[src/rtl/conv_rf_scheduler_if.sv]
// Handshake bundle between layer control, the scheduler and the
// selector/convolution-engine pair.
interface conv_rf_scheduler_if #(
  parameter int ADDR_W = 8
);
  logic              start;
  logic              abort;
  logic              conv_done;
  logic [3:0]        rowNumber;
  logic [3:0]        column;
  logic              conv_start;
  logic              out_we;
  logic [ADDR_W-1:0] out_addr;
  logic              busy;
  logic              done;

  modport master (
    output start, abort, conv_done,
    input  rowNumber, column, conv_start, out_we, out_addr, busy, done
  );

  modport slave (
    input  start, abort, conv_done,
    output rowNumber, column, conv_start, out_we, out_addr, busy, done
  );
endinterface

[src/rtl/conv_rf_scheduler.sv]
// Steps the receptive-field selector over every output row and column half,
// pulsing the convolution engine per step and emitting a write per result set.
module conv_rf_scheduler #(
  parameter int H      = 8,
  parameter int W      = 8,
  parameter int F      = 3,
  parameter int ADDR_W = 8
) (
  input logic                clk,
  input logic                reset,
  conv_rf_scheduler_if.slave bus
);

  localparam int unsigned OUT_W    = W - F + 1;
  localparam int unsigned HALF     = OUT_W / 2;
  localparam int unsigned LAST_ROW = H - F;

  typedef enum logic [2:0] {
    IDLE, SETUP, ISSUE, WAIT, WRITE, ADVANCE, FINISH
  } state_t;

  state_t            state_q, state_d;
  logic [3:0]        row_q, row_d;
  logic              col_q, col_d;
  logic [ADDR_W-1:0] addr_q, addr_d;
  logic [31:0]       addr_wide;
  logic              conv_start_q, out_we_q, busy_q, done_q;

  always_comb begin
    state_d   = state_q;
    row_d     = row_q;
    col_d     = col_q;
    addr_d    = addr_q;
    addr_wide = 32'(row_q) * OUT_W + 32'(col_q) * HALF;

    case (state_q)
      IDLE: begin
        if (bus.start) begin
          row_d   = '0;
          col_d   = 1'b0;
          state_d = SETUP;
        end
      end
      SETUP: state_d = ISSUE;
      ISSUE: state_d = WAIT;
      WAIT: begin
        // Address is registered on entry so it is valid alongside out_we.
        if (bus.conv_done) begin
          addr_d  = ADDR_W'(addr_wide);
          state_d = WRITE;
        end
      end
      WRITE: state_d = ADVANCE;
      ADVANCE: begin
        if (!col_q) begin
          col_d   = 1'b1;
          state_d = SETUP;
        end else if (row_q == 4'(LAST_ROW)) begin
          state_d = FINISH;
        end else begin
          col_d   = 1'b0;
          row_d   = row_q + 4'd1;
          state_d = SETUP;
        end
      end
      FINISH:  state_d = IDLE;
      default: state_d = IDLE;
    endcase

    if (bus.abort && state_q != IDLE) begin
      state_d = IDLE;
      row_d   = row_q;
      col_d   = col_q;
      addr_d  = addr_q;
    end
  end

  // Strobes are decoded from the next state so every output is a flop.
  always_ff @(posedge clk) begin
    if (reset) begin
      state_q      <= IDLE;
      row_q        <= '0;
      col_q        <= 1'b0;
      addr_q       <= '0;
      conv_start_q <= 1'b0;
      out_we_q     <= 1'b0;
      busy_q       <= 1'b0;
      done_q       <= 1'b0;
    end else begin
      state_q      <= state_d;
      row_q        <= row_d;
      col_q        <= col_d;
      addr_q       <= addr_d;
      conv_start_q <= (state_d == ISSUE);
      out_we_q     <= (state_d == WRITE);
      busy_q       <= (state_d != IDLE);
      done_q       <= (state_d == FINISH);
    end
  end

  assign bus.rowNumber  = row_q;
  assign bus.column     = {3'b000, col_q};
  assign bus.conv_start = conv_start_q;
  assign bus.out_we     = out_we_q;
  assign bus.out_addr   = addr_q;
  assign bus.busy       = busy_q;
  assign bus.done       = done_q;

endmodule

[src/flat_wrapper.sv]
// flat-port wrapper written by rule: the top's interface ports become plain ports
module conv_rf_scheduler_flat 
#(
  parameter int H      = 8,
  parameter int W      = 8,
  parameter int F      = 3,
  parameter int ADDR_W = 8
)
  (clk, reset, bus_start, bus_abort, bus_conv_done, bus_rowNumber, bus_column, bus_conv_start, bus_out_we, bus_out_addr, bus_busy, bus_done);
  conv_rf_scheduler_if #(.ADDR_W(ADDR_W)) bus_i ();
  input logic clk;
  input logic reset;
  input wire logic [$bits(bus_i.start)-1:0] bus_start;
  input wire logic [$bits(bus_i.abort)-1:0] bus_abort;
  input wire logic [$bits(bus_i.conv_done)-1:0] bus_conv_done;
  output wire logic [$bits(bus_i.rowNumber)-1:0] bus_rowNumber;
  output wire logic [$bits(bus_i.column)-1:0] bus_column;
  output wire logic [$bits(bus_i.conv_start)-1:0] bus_conv_start;
  output wire logic [$bits(bus_i.out_we)-1:0] bus_out_we;
  output wire logic [$bits(bus_i.out_addr)-1:0] bus_out_addr;
  output wire logic [$bits(bus_i.busy)-1:0] bus_busy;
  output wire logic [$bits(bus_i.done)-1:0] bus_done;
  assign bus_i.start = bus_start;
  assign bus_i.abort = bus_abort;
  assign bus_i.conv_done = bus_conv_done;
  assign bus_rowNumber = bus_i.rowNumber;
  assign bus_column = bus_i.column;
  assign bus_conv_start = bus_i.conv_start;
  assign bus_out_we = bus_i.out_we;
  assign bus_out_addr = bus_i.out_addr;
  assign bus_busy = bus_i.busy;
  assign bus_done = bus_i.done;
  conv_rf_scheduler #(.H(H), .W(W), .F(F), .ADDR_W(ADDR_W)) u_core (.clk(clk), .reset(reset), .bus(bus_i));
endmodule
[config.mk]
export PLATFORM = sky130hd
export DESIGN_NAME = conv_rf_scheduler_flat
export DESIGN_NICKNAME = d
export VERILOG_FILES = /design/src/rtl/conv_rf_scheduler_if.sv /design/src/rtl/conv_rf_scheduler.sv /design/src/flat_wrapper.sv
export SDC_FILE = /design/constraint.sdc
export NUM_CORES = 1
export LEC_CHECK = 0
export CAP_MARGIN = 10
export CORE_UTILIZATION = 38
export CTS_CLUSTER_SIZE = 8
export DETAILED_ROUTE_END_ITERATION = 12
export DONT_BUFFER_PORTS = 1
export GPL_TIMING_DRIVEN = 1
export SLEW_MARGIN = 20
export SYNTH_ARGS = -nofsm -noshare
export SYNTH_HDL_FRONTEND = slang
export SYNTH_SLANG_ARGS = --single-unit
export TNS_END_PERCENT = 1
[constraint.sdc]
create_clock -name clk -period 5.7 [get_ports clk]
set_input_delay 1.71 -clock clk [delete_from_list [all_inputs] [get_ports clk]]
set_output_delay 1.71 -clock clk [all_outputs]
set_load 0.02 [all_outputs]
==> flow_metrics.env <==
export IMPL_root_buffer="clkbuf_4"
export IMPL_drt_iter0_markers=37
export IMPL_synth_most_common_cell="nor2_1"
export IMPL_ys_seq_area_share_pct=30.9
export IMPL_grt_ovfl_total=0
export IMPL_post_route_drc_count=0
export IMPL_clk_pin_slew_worst_paths_ps=100
export IMPL_ys_top_cells_by_area="dfxtp_1 (31%), ha_1 (8.7%), nor2_1 (6.1%)"
export IMPL_ir_worst_vdd_v=0.000151
export IMPL_path_buf_inv=0
export IMPL_setup_viol=0
export IMPL_post_cts_resized=0
export IMPL_grt_antenna_before_repair=0
export IMPL_tritoncts="done"
export IMPL_hold_buffers=0
export IMPL_static_leakage_power_nw=0.509
export IMPL_setup_ws_ps=2700
export IMPL_cts_buffers=3
export IMPL_grt_usage_pct=14.3
export IMPL_setup_tns_ps=0
export IMPL_via_count=999
export IMPL_grt_use_met2_pct=23.2
export IMPL_power_internal_uw=185
export IMPL_clk_latency_ps=290
export IMPL_clockBufferDepth=2
export IMPL_dp_hpwl_um=1870
export IMPL_synth_compound_area_share_pct=17.7
export IMPL_slew_headroom_pct=33.0
export IMPL_path_delay_family="simple AND/OR/NAND/NOR gates"
export IMPL_synthDistinctLibCells=48
export IMPL_synth_simple_area_share_pct=23.5
export IMPL_cts_num_sinks=20
export IMPL_worstPathCellList="o21bai_1 -> a21oi_1 -> nor4_2 -> mux2i_1 -> nor2_1"
export IMPL_yosysTopAreaCell="dfxtp_1"
export IMPL_grt_use_met3_pct=5.12
export IMPL_synth_area_per_cell_um2=8.80
export IMPL_synth_area_um2=1290
export IMPL_fmax_mhz=334
export IMPL_avgViaCountPerCell=5.34
export IMPL_crit_path_start="bus_start"
export IMPL_synth_top_family_by_area="simple AND/OR/NAND/NOR gates"
export IMPL_grt_max_degree=17
export IMPL_die_width_um=60.4
export IMPL_antenna_cells=0
export IMPL_syn2layout_area_growth_pct=1.35
export IMPL_worst_slew_pin_slew_ps=996
export IMPL_slew_violations=0
export IMPL_synth_edff_count=0
export IMPL_crit_arrival_ps=3190
export IMPL_cap_viol_max_count=0
export IMPL_endpoint_kind="flop"
export IMPL_p_sw_share_pct=27.1
export IMPL_synthAdderAreaFrac_pct=10.3
export IMPL_routed_wl_um=2380
export IMPL_required_ps=5900
export IMPL_min_period_over_period_pct=52.6
export IMPL_start_util_pct=41.0
export IMPL_finalClockSkew_ps=0.627
export IMPL_rsz0062_at_grt="no"
export IMPL_min_from="u_core.bus.out_addr[7]$_SDFFE_PP0P_"
export IMPL_hp_class="reg2reg"
export IMPL_r2r_start="u_core.bus.rowNumber[0]$_SDFFE_PP0P_"
export IMPL_status="finished clean"
export IMPL_gp_congestion=0.851
export IMPL_critPathMaxStageDelay_ps=900
export IMPL_crit_type="in2reg"
export IMPL_rows=20
export IMPL_p_per_area_nw_per_um2=194
export IMPL_synth_warnings=0
export IMPL_die_area_um2=3640
export IMPL_cts_setup_buffers=0
export IMPL_gr_max_usage_layer="met2"
export IMPL_crit_path_start_kind="primary input"
export IMPL_dp_slack_ps=2350
export IMPL_syn_inst=147
export IMPL_finalHoldViolCount=0
export IMPL_period_minus_slack_ps=3000
export IMPL_crit_slowest_cell="nor4_2"
export IMPL_routedWlPerCell_um=12.7
export IMPL_async_flop_share_pct=0
export IMPL_seqPwrFrac_pct=61.5
export IMPL_pwr_share_comb_pct=13.6
export IMPL_yosysTopAreaCellShare_pct=30.9
export IMPL_die_height_um=60.4
export IMPL_ys_ff_latch=20
export IMPL_p_clk_share_pct=24.9
export IMPL_nNetsFinal=160
export IMPL_fillers=338
export IMPL_cts_max_level=1
export IMPL_synthMuxAreaShare_pct=4.74
export IMPL_synth_top_cells_by_count="nor2_1 (21), dfxtp_1 (20), ha_1 (9), inv_1 (9), a21oi_1 (7)"
export IMPL_crit_fanout=8
export IMPL_ios=25
export IMPL_antenna_left=0
export IMPL_first_pass_iters=4
export IMPL_portBuffers=0
export IMPL_synth_xor_area_share_pct=4.74
export IMPL_p_switching_uw=68.9
export IMPL_synth_flop_cell="dfxtp_1"
export IMPL_drive_gt1_share_pct=9.09
export IMPL_core_area_um2=3150
export IMPL_use_met1_pct=18.6
export IMPL_grt_pass1_wl_um=3960
export IMPL_grt_pass1_vias=892
worst reg2reg max path, stage by stage (launching register included):
cell	delay [ps]
dfxtp_1	450
ha_1	300
fa_1	550
nand3b_1	220
or2_2	340
o211ai_1	170
o211ai_1	110
o41a_1	420
cell usage in the layout, fill, tap and decap left out, types with 2 or more instances in the layout:
cell / count
nor2_1: 21
dfxtp_1: 20
inv_1: 9
ha_1: 9
a21oi_1: 7
nand3_1: 6
xnor2_1: 6
nand2_1: 5
mux2i_1: 5
o211ai_1: 3
nand3b_1: 3
a211oi_1: 3
conb_1: 3
clkbuf_4: 3
o21a_1: 2
or2_2: 2
nand2b_1: 2
o21bai_1: 2
o21ai_0: 2
nor3_1: 2
o211a_1: 2
or4_1: 2
cell type report:
class	instances	area [µm²]	share of cell area, %
Sequential cell	20	400	30.5
Inverter	9	33.8	2.58
Tap cell	44	55.1	4.20
Multi-Input combinational cell	111	800	61.0
Clock buffer	3	22.5	1.72
state kept, by name (all words and copies together), names as in the netlist:
signal                 count
u_core.bus.out_addr        8
u_core.bus.rowNumber       4
u_core.state_q             3
u_core.bus.busy            1
u_core.bus.conv_start      1
u_core.bus.done            1
u_core.bus.out_we          1
u_core.col_q               1
path summary, 6_finish.rpt:
| check | end | slack [ps] | depth (start not counted) |
|---|---|---|---|
| worst max register to register | u_core.bus.out_addr[6]$_SDFFE_PP0P_ | 3040 | 7 |
| worst min-delay path | u_core.bus.out_addr[7]$_SDFFE_PP0P_ | 560 | 2 |
| worst min register to register | u_core.bus.out_addr[7]$_SDFFE_PP0P_ | 560 | 2 |
| worst max-delay path | u_core.bus.out_addr[4]$_SDFFE_PP0P_ | 2700 | 5 |
power groups by stage:
stage                     clock network, mW  logic, mW  registers, mW
after floorplan                           0     0.0402          0.153
after global routing                 0.0722     0.0382          0.158
after global placement                    0     0.0338          0.159
final                                0.0634     0.0346          0.156
after detailed placement                  0     0.0342          0.159
after CTS                            0.0657     0.0344          0.156
per-layer routing:
metal,share of wire [%],vias up
met1,47,465
met4,0.34,0
li1,-,506
met2,46,26
met3,6.7,2
met5,0,-
stage by stage:
| stage | util, % | cell area [µm²] | instances | hold WS, ps | power (mW) |
|---|---|---|---|---|---|
| 2_1_floorplan | - | 1300 | 149 | 522 | 0.194 |
| 3_3_place_gp | 40.9 | 1290 | 184 | 539 | 0.193 |
| 3_5_place_dp | 40.9 | 1290 | 184 | 549 | 0.194 |
| 4_1_cts | 41.6 | 1310 | 187 | 564 | 0.256 |
| 5_1_grt | 41.6 | 1310 | 187 | 579 | 0.268 |
| 6_report | 41.6 | 1310 | 187 | 558 | 0.254 |
cells by family after synthesis:
kind of cell	count (synthesis)
DFF	20
buffers and inverters	18
muxes	6
and+or+nand+nor	55
adders and majority gates	10
xor gates and xnor gates	7
AOI/OAI and AO/OA	30
other	1
(Power assumes the default switching activity.)
